File: config.mk
export PLATFORM = sky130hd
export DESIGN_NAME = dmc_decode_seq
export DESIGN_NICKNAME = d
export VERILOG_FILES = /design/src/rtl/dmc_decode_pkg.sv /design/src/rtl/dmc_decode_seq_sync_hunt.sv /design/src/rtl/dmc_decode_seq.sv
export SDC_FILE = /design/constraint.sdc
export NUM_CORES = 1
export LEC_CHECK = 0
export CAP_MARGIN = 20
export CORE_ASPECT_RATIO = 1.75
export CORE_MARGIN = 4
export CORE_UTILIZATION = 50
export CTS_CLUSTER_DIAMETER = 60
export DETAILED_ROUTE_END_ITERATION = 10
export GPL_ROUTABILITY_DRIVEN = 0
export PLACE_DENSITY = 0.87
export SYNTH_ARGS = -nofsm -noshare
export SYNTH_HDL_FRONTEND = slang
export SYNTH_SLANG_ARGS = --single-unit
File: constraint.sdc
create_clock -name clk_i -period 3.4 [get_ports clk_i]
set_input_delay 0.68 -clock clk_i [delete_from_list [all_inputs] [get_ports clk_i]]
set_output_delay 0.68 -clock clk_i [all_outputs]
set_load 0.02 [all_outputs]
File: src/rtl/dmc_decode_pkg.sv
`default_nettype none
// ============================================================================
// Module      : dmc_decode_pkg
// Description : Shared types and constants for the DMC receive-lane frame
//               sequencer (state encoding, error codes).
// Revision    : 1.0 - initial release
// ============================================================================
package dmc_decode_pkg;

    // One-hot sequencer state encoding
    typedef enum logic [5:0] {
        ST_IDLE      = 6'b000001,
        ST_FLUSH     = 6'b000010,
        ST_SYNC_HUNT = 6'b000100,
        ST_DATA      = 6'b001000,
        ST_DONE      = 6'b010000,
        ST_ERR       = 6'b100000
    } dmc_seq_state_e;

    // Values reported on err_code
    localparam logic [1:0] DMC_ERR_NONE    = 2'd0;
    localparam logic [1:0] DMC_ERR_EARLY   = 2'd1;
    localparam logic [1:0] DMC_ERR_TIMEOUT = 2'd2;
    localparam logic [1:0] DMC_ERR_ABORT   = 2'd3;

endpackage
`default_nettype wire

File: src/rtl/dmc_decode_seq_sync_hunt.sv
`default_nettype none
// ============================================================================
// Module      : dmc_sync_hunt
// Description : Saturating run-length counter of consecutive sync=1 bits.
//               match is asserted combinationally on the strobe that makes
//               the run reach max(sync_len,1).
// Revision    : 1.0 - initial release
// ============================================================================
module dmc_sync_hunt #(
    parameter int SYNC_LEN_W = 6
) (
    input  logic                  clk_i,
    input  logic                  reset_n,
    input  logic                  clr,
    input  logic                  bit_stb,
    input  logic                  sync_bit,
    input  logic [SYNC_LEN_W-1:0] sync_len,
    output logic                  match
);

    logic [SYNC_LEN_W-1:0] r_run;
    logic [SYNC_LEN_W-1:0] w_run_inc;
    logic [SYNC_LEN_W-1:0] w_target;

    // A zero length would match before any bit; treat it as one
    assign w_target  = (sync_len == '0) ? SYNC_LEN_W'(1) : sync_len;
    assign w_run_inc = (r_run == '1) ? r_run : r_run + SYNC_LEN_W'(1);
    assign match     = bit_stb && sync_bit && (w_run_inc >= w_target);

    // Run counter: count sync=1 strobes, restart on a sync=0 strobe
    always_ff @(posedge clk_i) begin
        if (!reset_n) begin
            r_run <= '0;
        end else if (clr) begin
            r_run <= '0;
        end else if (bit_stb) begin
            r_run <= sync_bit ? w_run_inc : '0;
        end
    end

endmodule
`default_nettype wire

File: src/rtl/dmc_decode_seq.sv
`default_nettype none
// ============================================================================
// Module      : dmc_decode_seq
// Description : Frame sequencer for one DMC receive lane. Flushes the
//               decoder, hunts for a sync run, counts data bits and reports
//               frame completion or error. All outputs are registered.
//               Optional macro DMC_DECODE_SEQ_TIMEOUT_EN adds an inter-bit
//               timeout check (err_code 2).
// Revision    : 1.0 - initial release
// ============================================================================
module dmc_decode_seq
    import dmc_decode_pkg::*;
#(
    parameter int SYNC_LEN_W = 6,
    parameter int BIT_CNT_W  = 10,
    parameter int FLUSH_CYC  = 2,
    parameter int TIMEOUT_W  = 12
) (
    input  logic                  clk_i,
    input  logic                  reset_n,
    input  logic                  start,
    input  logic                  abort,
    input  logic [SYNC_LEN_W-1:0] sync_len,
    input  logic [BIT_CNT_W-1:0]  data_len,
    input  logic [TIMEOUT_W-1:0]  timeout_cyc,
    input  logic                  dec_bit_stb,
    input  logic                  dec_sync_o,
    input  logic                  dec_data_o,
    input  logic                  dec_early_receive_done,
    output logic                  dec_enable,
    output logic                  dec_clk_or_data,
    output logic                  dec_receive_line_rst_n,
    output logic                  rx_bit,
    output logic                  rx_bit_vld,
    output logic                  busy,
    output logic                  frame_done,
    output logic                  frame_err,
    output logic [1:0]            err_code,
    output logic [BIT_CNT_W-1:0]  rx_bit_cnt
);

    // FLUSH_CYC below 1 still spends one cycle in FLUSH
    localparam int c_flush_w = (FLUSH_CYC > 2) ? $clog2(FLUSH_CYC) : 1;
    localparam logic [c_flush_w-1:0] c_flush_last = c_flush_w'((FLUSH_CYC > 1) ? FLUSH_CYC - 1 : 0);

    dmc_seq_state_e        r_state;
    dmc_seq_state_e        w_state_nxt;
    logic [c_flush_w-1:0]  r_flush_cnt;
    logic [1:0]            w_err_nxt;
    logic [BIT_CNT_W-1:0]  w_cnt_nxt;
    logic [BIT_CNT_W-1:0]  w_cnt_inc;
    logic                  w_take_bit;
    logic                  w_sync_match;
    logic                  w_timeout;

    assign w_cnt_inc = (rx_bit_cnt == '1) ? rx_bit_cnt : rx_bit_cnt + BIT_CNT_W'(1);

    dmc_sync_hunt #(
        .SYNC_LEN_W (SYNC_LEN_W)
    ) u_sync_hunt (
        .clk_i    (clk_i),
        .reset_n  (reset_n),
        .clr      (r_state != ST_SYNC_HUNT),
        .bit_stb  (dec_bit_stb && (r_state == ST_SYNC_HUNT)),
        .sync_bit (dec_sync_o),
        .sync_len (sync_len),
        .match    (w_sync_match)
    );

`ifdef DMC_DECODE_SEQ_TIMEOUT_EN
    logic [TIMEOUT_W-1:0] r_to_cnt;
    logic                 w_to_run;

    assign w_to_run  = (r_state == ST_SYNC_HUNT) || (r_state == ST_DATA);
    assign w_timeout = w_to_run && (timeout_cyc != '0) && (r_to_cnt >= timeout_cyc);

    // Inter-bit cycle counter: reload on strobe or state change, else saturate up
    always_ff @(posedge clk_i) begin
        if (!reset_n) begin
            r_to_cnt <= '0;
        end else if (!w_to_run || dec_bit_stb || (w_state_nxt != r_state)) begin
            r_to_cnt <= '0;
        end else if (r_to_cnt != '1) begin
            r_to_cnt <= r_to_cnt + TIMEOUT_W'(1);
        end
    end
`else
    logic w_unused_timeout;
    assign w_unused_timeout = ^timeout_cyc;
    assign w_timeout        = 1'b0;
`endif

    // Next-state, error code and bit-count decode; abort overrides everything
    always_comb begin
        w_state_nxt = r_state;
        w_err_nxt   = err_code;
        w_cnt_nxt   = rx_bit_cnt;
        w_take_bit  = 1'b0;
        case (r_state)
            ST_IDLE: begin
                if (start && !abort) begin
                    w_state_nxt = ST_FLUSH;
                    w_err_nxt   = DMC_ERR_NONE;
                    w_cnt_nxt   = '0;
                end
            end
            ST_FLUSH: begin
                if (r_flush_cnt == c_flush_last) begin
                    w_state_nxt = ST_SYNC_HUNT;
                end
            end
            ST_SYNC_HUNT: begin
                if (dec_early_receive_done) begin
                    w_state_nxt = ST_ERR;
                    w_err_nxt   = DMC_ERR_EARLY;
                end else if (w_timeout) begin
                    w_state_nxt = ST_ERR;
                    w_err_nxt   = DMC_ERR_TIMEOUT;
                end else if (w_sync_match) begin
                    w_state_nxt = (data_len == '0) ? ST_DONE : ST_DATA;
                end
            end
            ST_DATA: begin
                if (dec_early_receive_done) begin
                    w_state_nxt = ST_ERR;
                    w_err_nxt   = DMC_ERR_EARLY;
                end else if (w_timeout) begin
                    w_state_nxt = ST_ERR;
                    w_err_nxt   = DMC_ERR_TIMEOUT;
                end else if (dec_bit_stb) begin
                    w_take_bit = 1'b1;
                    w_cnt_nxt  = w_cnt_inc;
                    if (w_cnt_inc == data_len) begin
                        w_state_nxt = ST_DONE;
                    end
                end
            end
            ST_DONE: w_state_nxt = ST_IDLE;
            ST_ERR:  w_state_nxt = ST_IDLE;
            default: w_state_nxt = ST_IDLE;
        endcase
        if (abort && (r_state != ST_IDLE)) begin
            w_state_nxt = ST_ERR;
            w_err_nxt   = DMC_ERR_ABORT;
            w_cnt_nxt   = rx_bit_cnt;
            w_take_bit  = 1'b0;
        end
    end

    // State register and registered outputs decoded from the next state
    always_ff @(posedge clk_i) begin
        if (!reset_n) begin
            r_state                <= ST_IDLE;
            r_flush_cnt            <= '0;
            dec_enable             <= 1'b0;
            dec_clk_or_data        <= 1'b1;
            dec_receive_line_rst_n <= 1'b1;
            rx_bit                 <= 1'b0;
            rx_bit_vld             <= 1'b0;
            busy                   <= 1'b0;
            frame_done             <= 1'b0;
            frame_err              <= 1'b0;
            err_code               <= DMC_ERR_NONE;
            rx_bit_cnt             <= '0;
        end else begin
            r_state                <= w_state_nxt;
            r_flush_cnt            <= ((r_state == ST_FLUSH) && (w_state_nxt == ST_FLUSH))
                                      ? r_flush_cnt + c_flush_w'(1) : '0;
            dec_enable             <= (w_state_nxt == ST_SYNC_HUNT) || (w_state_nxt == ST_DATA);
            dec_clk_or_data        <= (w_state_nxt != ST_DATA);
            dec_receive_line_rst_n <= (w_state_nxt != ST_FLUSH);
            busy                   <= (w_state_nxt != ST_IDLE);
            frame_done             <= (w_state_nxt == ST_DONE);
            frame_err              <= (w_state_nxt == ST_ERR);
            rx_bit_vld             <= w_take_bit;
            if (w_take_bit) begin
                rx_bit <= dec_data_o;
            end
            err_code               <= w_err_nxt;
            rx_bit_cnt             <= w_cnt_nxt;
        end
    end

endmodule
`default_nettype wire

# ---- Word level (Yosys, flattened, before mapping)
# Cells that the tools add are included.
dict set report classes {
  add_sub_neg 3
  magnitude_cmp 1
  n_eq_ne 22
  mux 26
  n_bitwise 2
  reduce_logical 17
}
# operator n
set op_table {}
lappend op_table {{6-bit two-way mux} 11}
lappend op_table {{10-bit two-way mux} 4}
lappend op_table {{6-bit one-hot mux with 4 select lines} 1}
lappend op_table {{10-bit one-hot mux with 2 select lines} 1}
lappend op_table {{6-bit by 2-bit == test with 1-bit output, second input constant} 2}
lappend op_table {{6-bit by 3-bit == test with 1-bit output, second input constant} 2}
lappend op_table {{6-bit by 4-bit == test with 1-bit output, second input constant} 2}
lappend op_table {{6-bit == test, second input constant} 2}
lappend op_table {{6-bit by 1-bit inequality test with 1-bit output, second input constant} 2}
lappend op_table {{10-bit by 1-bit adder with 10-bit output, second input constant} 1}
lappend op_table {{10-bit == test} 1}
lappend op_table {{10-bit == test, second input constant} 1}
lappend op_table {{10-bit logical NOT} 1}
lappend op_table {{6-bit by 1-bit adder with 6-bit output, second input constant} 1}
lappend op_table {{6-bit by 1-bit == test with 1-bit output, second input constant} 1}
lappend op_table {{6-bit by 5-bit == test with 1-bit output, second input constant} 1}
lappend op_table {{6-bit greater-or-equal comparator} 1}
lappend op_table {{1-bit logical AND} 6}
lappend op_table {{6-bit logical NOT} 1}
lappend op_table {{2-bit two-way mux} 3}
lappend op_table {{2-bit inequality test, second input constant} 3}
lappend op_table {{6-bit by 2-bit inequality test with 1-bit output, second input constant} 1}
lappend op_table {{6-bit by 3-bit inequality test with 1-bit output, second input constant} 1}
lappend op_table {{6-bit by 4-bit inequality test with 1-bit output, second input constant} 1}
lappend op_table {{15 further kinds} 20}
dict set report totals {
  reg_bits 33
  inputBits 36
}

# ---- Logic depth before layout (Yosys ltp)
dict set report depth {
  ltp_word 11
  depth_mapped 12
  depth_no_buf 12
}

# ---- Modules after synthesis
# From an unflattened synthesis, not the netlist that was laid out.
dict set report hier_totals {
  hier_cells 271
  area_unflattened_um2 2235.9
}
# mod n_inst cells_per_inst area_per_inst_um2
set modules_own_cells {}
lappend modules_own_cells {dmc_decode_seq 1 203 1652.8}
lappend modules_own_cells {dmc_sync_hunt 1 68 583.1}

# ---- Least setup slack after synthesis
# No wires, ideal clock.
dict set report synth_path {
  path_type {reg-to-reg}
  startpoint {register u_sync_hunt.r_run[0]}
  endpoint {register dec_clk_or_data}
  arrival_ns 2.447
  slack_ns 0.833
  stages_incl_launch_ff 12
  period_less_slack_ns 2.567
  path_cell_list {dfxtp_1 -> ha_1 -> and2_1 -> nand4_1 -> mux2_2 -> ha_1 -> o21ai_0 -> o21ai_0 -> a31oi_1 -> nor3_1 -> o21ai_1 -> or2_1}
}
dict set report synth_via {
  elab_chain_len 9
  elab_cells_between_ends 10
  cone_classes {add/sub (1); order compare (1); eq/ne (2); mux (5); reduce/logical (1)}
}
# item line
set synth_lines {}
lappend synth_lines {{start, declared} dmc_decode_seq_sync_hunt.sv:21} ;# logic [SYNC_LEN_W-1:0] r_run;
lappend synth_lines {{start signal, assigned} dmc_decode_seq_sync_hunt.sv:37} ;# r_run <= sync_bit ? w_run_inc : '0;
lappend synth_lines {{6-bit by 1-bit adder with 6-bit output or 6-bit == test (tied branches)} dmc_decode_seq_sync_hunt.sv:27} ;# assign w_run_inc = (r_run == '1) ? r_run : r_run + SYNC_LEN_W'(1);
lappend synth_lines {{6-bit two-way mux (*)} dmc_decode_seq_sync_hunt.sv:27}
lappend synth_lines {{6-bit greater-or-equal comparator (*)} dmc_decode_seq_sync_hunt.sv:28} ;# assign match = bit_stb && sync_bit && (w_run_inc >= w_target);
lappend synth_lines {{1-bit logical AND (*)} dmc_decode_seq_sync_hunt.sv:28}
lappend synth_lines {{6-bit two-way mux (*)} dmc_decode_seq.sv:119} ;# end else if (w_sync_match) begin
lappend synth_lines {{6-bit two-way mux (*)} dmc_decode_seq.sv:113} ;# if (dec_early_receive_done) begin
lappend synth_lines {{6-bit one-hot mux with 4 select lines (*)} dmc_decode_seq.sv:99} ;# case (r_state)
lappend synth_lines {{6-bit two-way mux (*)} dmc_decode_seq.sv:142} ;# if (abort && (r_state != ST_IDLE)) begin
lappend synth_lines {{6-bit by 4-bit inequality test with 1-bit output (*)} dmc_decode_seq.sv:170} ;# dec_clk_or_data <= (w_state_nxt != ST_DATA);
lappend synth_lines {{end signal, assigned} dmc_decode_seq.sv:170}
lappend synth_lines {{end, declared} dmc_decode_seq.sv:31} ;# output logic dec_clk_or_data,
# Every way passes the cells marked *; elsewhere a longest branch is shown, timed or not.
# A chain may end at the register's enable or synchronous reset.

# ---- Final worst setup path
# Same ends and word-level chain as after synthesis.

==> flow_summary.json <==
{
  "outcome": "finished clean",
  "cts_buffer_depth": 2,
  "postCtsSetupBuffers": 0,
  "die_w_um": 60.08,
  "port_buffers": 43,
  "power.density_mw_per_mm2": 289.1,
  "num_io_pins": 56,
  "fin_skew_ns": 0.006345,
  "yosys-top-cells-count": "33 x dfxtp_1, 26 x nor2_1, 25 x nand2_1",
  "yosys-top-cells-area": "dfxtp_1 28%, ha_1 4.2%, nor2_1 4.1%, nand2_1 4.0%, o21ai_0 2.7%",
  "synth_area_leader_cell": "dfxtp_1",
  "holdBufCountCts": 0,
  "cp-end-kind": "flip-flop",
  "path_cells": "ha_1 > and2_1 > nand4_1 > mux2_2 > ha_1 > o21ai_0 > o21ai_0 > a31oi_1 > nor3_1 > o21ai_1 > or2_1",
  "period_share_pct": 88.03,
  "drc": 0,
  "synth_edf_count": 0,
  "fin_crit_ns": 2.993,
  "dr.pass1.iters": 4,
  "placed_area_mm2": 0.002783,
  "grt_pass1_wl_mm": 9.984,
  "cp_max_fo": 6,
  "nets": 370,
  "final_hold_viol_count": 0,
  "tightest_slew_ns": 0.5678,
  "p_leak_nw": 1.039,
  "irDropWorstVdd_v": 0.0002702,
  "layout-drive-gt1-share_pct": 8.896,
  "grt_overflow": 0,
  "clock_sinks": 33,
  "path_buf_inv": 0,
  "die_area_mm2": 0.005957,
  "vias": 2328,
  "rsz0062_at_grt": "false",
  "grt_pass1_vias": 2258,
  "slew_headroom_pct": 61.80,
  "clkLatencyLatePin_ns": 0.28,
  "hp-class": "flip-flop to flip-flop",
  "num_rows": 32,
  "drt-initial-drc-count": 90,
  "wl_per_cell_um": 15.90,
  "synth_most_common_cell": "dfxtp_1",
  "yosysUniqueCellTypes": 73,
  "die_y_um": 99.15,
  "synth-seq-area-share_pct": 27.83,
  "start_util_pct": 52.93,
  "cts_max_level": 2,
  "antenna_left": 0,
  "async_flop_share_pct": 0,
  "power_mw": 0.8294,
  "crit_type": "flip-flop to flip-flop",
  "timing.fmax_mhz": 334.1,
  "netlist_instances": 287,
  "ys_seq_elements": 33,
  "diodes": 0,
  "hpwl_mm": 4.655,
  "syn_nets": 331,
  "areaGrowthSynthToFinish_pct": 20.88,
  "grt_antenna_before_repair": 0,
  "synth.avg_cell_area_um2": 8.270,
  "report.final.slew_viol_count": 0,
  "cts_tree": "built",
  "worstSetupStartpointType": "flip-flop",
  "synth_top_area_share_pct": 27.83,
  "numCtsBuffers": 5,
  "dp.cells": 370,
  "core_region_area_mm2": 0.004484,
  "cp.arrival_ns": 3.17,
  "cp_top_family": "simple AND/OR/NAND/NOR gates",
  "tns_ns": 0,
  "ys.flop_type": "dfxtp_1",
  "multi_input_area_mm2": 0.001572,
  "post_cts_resized": 0,
  "viasPerCell": 6.175,
  "fin_area_mm2": 0.002869,
  "path_clk_slew_ns": 0.07,
  "cap_violations": 0,
  "finalSetupViolCount": 0,
  "synth_warnings": 0,
  "cp_slowest_cell": "dfxtp_1",
  "clockRootBuffer": "clkbuf_8",
  "grt_usage_pct": 21.28,
  "grt_max_degree": 17,
  "n_fill_cell": 393,
  "syn_area_mm2": 0.002374,
  "seqCellArea_um2": 660.6,
  "final_cells": 377,
  "slowest_delay_ns": 0.42,
  "cp.required_ns": 3.58,
  "drt_wl_total_mm": 5.993
}
report_power, final:
| group | switching [mW] | internal [mW] | total (mW) |
|---|---|---|---|
| clock network | 0.137 | 0.160 | 0.298 |
| registers | 0.00572 | 0.396 | 0.401 |
| logic | 0.0644 | 0.0659 | 0.130 |
| total | 0.207 | 0.622 | 0.829 |
cells in the final DEF, fill, tap and decap left out, types with 3 or more instances in the layout:
master and n:
nor3_1 8, a21boi_0 3, inv_1 15, and2_1 5
clkdlybuf4s50_1 43, nor3b_1 3, a22oi_1 7, nand3_2 3
clkbuf_8 6, a21boi_1 3, or4_1 3, ha_1 8
nand2b_1 6, nand3_1 5, nand4_1 7, a21oi_1 12
and3_1 4, o211ai_1 6, o21ai_0 13, nor4_1 3
xor2_1 5, nor2_1 26, nor2b_1 9, dfxtp_1 33
nand2_1 25, a31oi_1 3, xnor2_1 4
routing by layer:
layer	global-route usage (%)	vias up	part of all wire, %
met5	0	-	0
met4	9.215	0	2.8
met3	4.805	21	4.5
met2	38.42	82	55
li1	-	1134	-
met1	22.44	1091	38
area by class of cell:
class                   instances  area share, %
clock buffers                   7          3.009
inverters                      15          1.962
multi-input cells             228          54.78
flip-flops and latches         33          23.03
well taps                      51          2.224
repair buffers                 43          15.00
flip-flops by register name (all words and copies together), names as in the netlist:
name,flops
dec_enable,1
rx_bit,1
r_state,6
frame_done,1
u_sync_hunt.r_run,6
r_flush_cnt,1
busy,1
err_code,2
dec_clk_or_data,1
rx_bit_vld,1
frame_err,1
rx_bit_cnt,10
dec_receive_line_rst_n,1
stage by stage:
| stage | worst slack [ns] | hold slack [ns] | util [%] |
|---|---|---|---|
| finish | 0.4069 | 0.4649 | 63.98 |
| detailed placement | 0.4333 | 0.4610 | 62.05 |
| CTS | 0.4153 | 0.4697 | 63.98 |
| floorplan | 0.8329 | 0.4868 | - |
| global route | 0.2185 | 0.5054 | 63.98 |
| global placement | 0.4699 | 0.4545 | 62.05 |
cell families (layout without fill, tap and decap cells):
kind of cell             after synthesis  after routing  share of synthesized area [%]
AO/OA/AOI/OAI                         76             76                          23.88
multiplexers                           4              4                          1.792
XOR/XNOR                               9              9                          3.321
buffers and inverters                 26             65                          5.957
flip-flops                            33             33                          27.83
AND/OR/NAND/NOR                      131            131                          33.00
adder cells (fa/ha/maj)                8              8                          4.217
worst register-to-register path: stages (launching register included):
cell and delay (ns):
dfxtp_1 0.42, ha_1 0.21, and2_1 0.20, nand4_1 0.27, mux2_2 0.37, ha_1 0.27
o21ai_0 0.06, o21ai_0 0.15, a31oi_1 0.14, nor3_1 0.39, o21ai_1 0.16, or2_1 0.24
final timing paths:
kind / depth (start not counted) / slack [ns] / start / endpoint
setup / recovery: 11 / 0.41 / u_sync_hunt.r_run[0]$_SDFFE_PP0P_ / dec_clk_or_data$_SDFF_PN1_
hold reg to reg: 2 / 0.46 / rx_bit$_SDFFE_PN0P_ / rx_bit$_SDFFE_PN0P_
setup reg to reg: 11 / 0.41 / u_sync_hunt.r_run[0]$_SDFFE_PP0P_ / dec_clk_or_data$_SDFF_PN1_
hold / removal: 2 / 0.46 / rx_bit$_SDFFE_PN0P_ / rx_bit$_SDFFE_PN0P_
(Power assumes the default switching activity.)
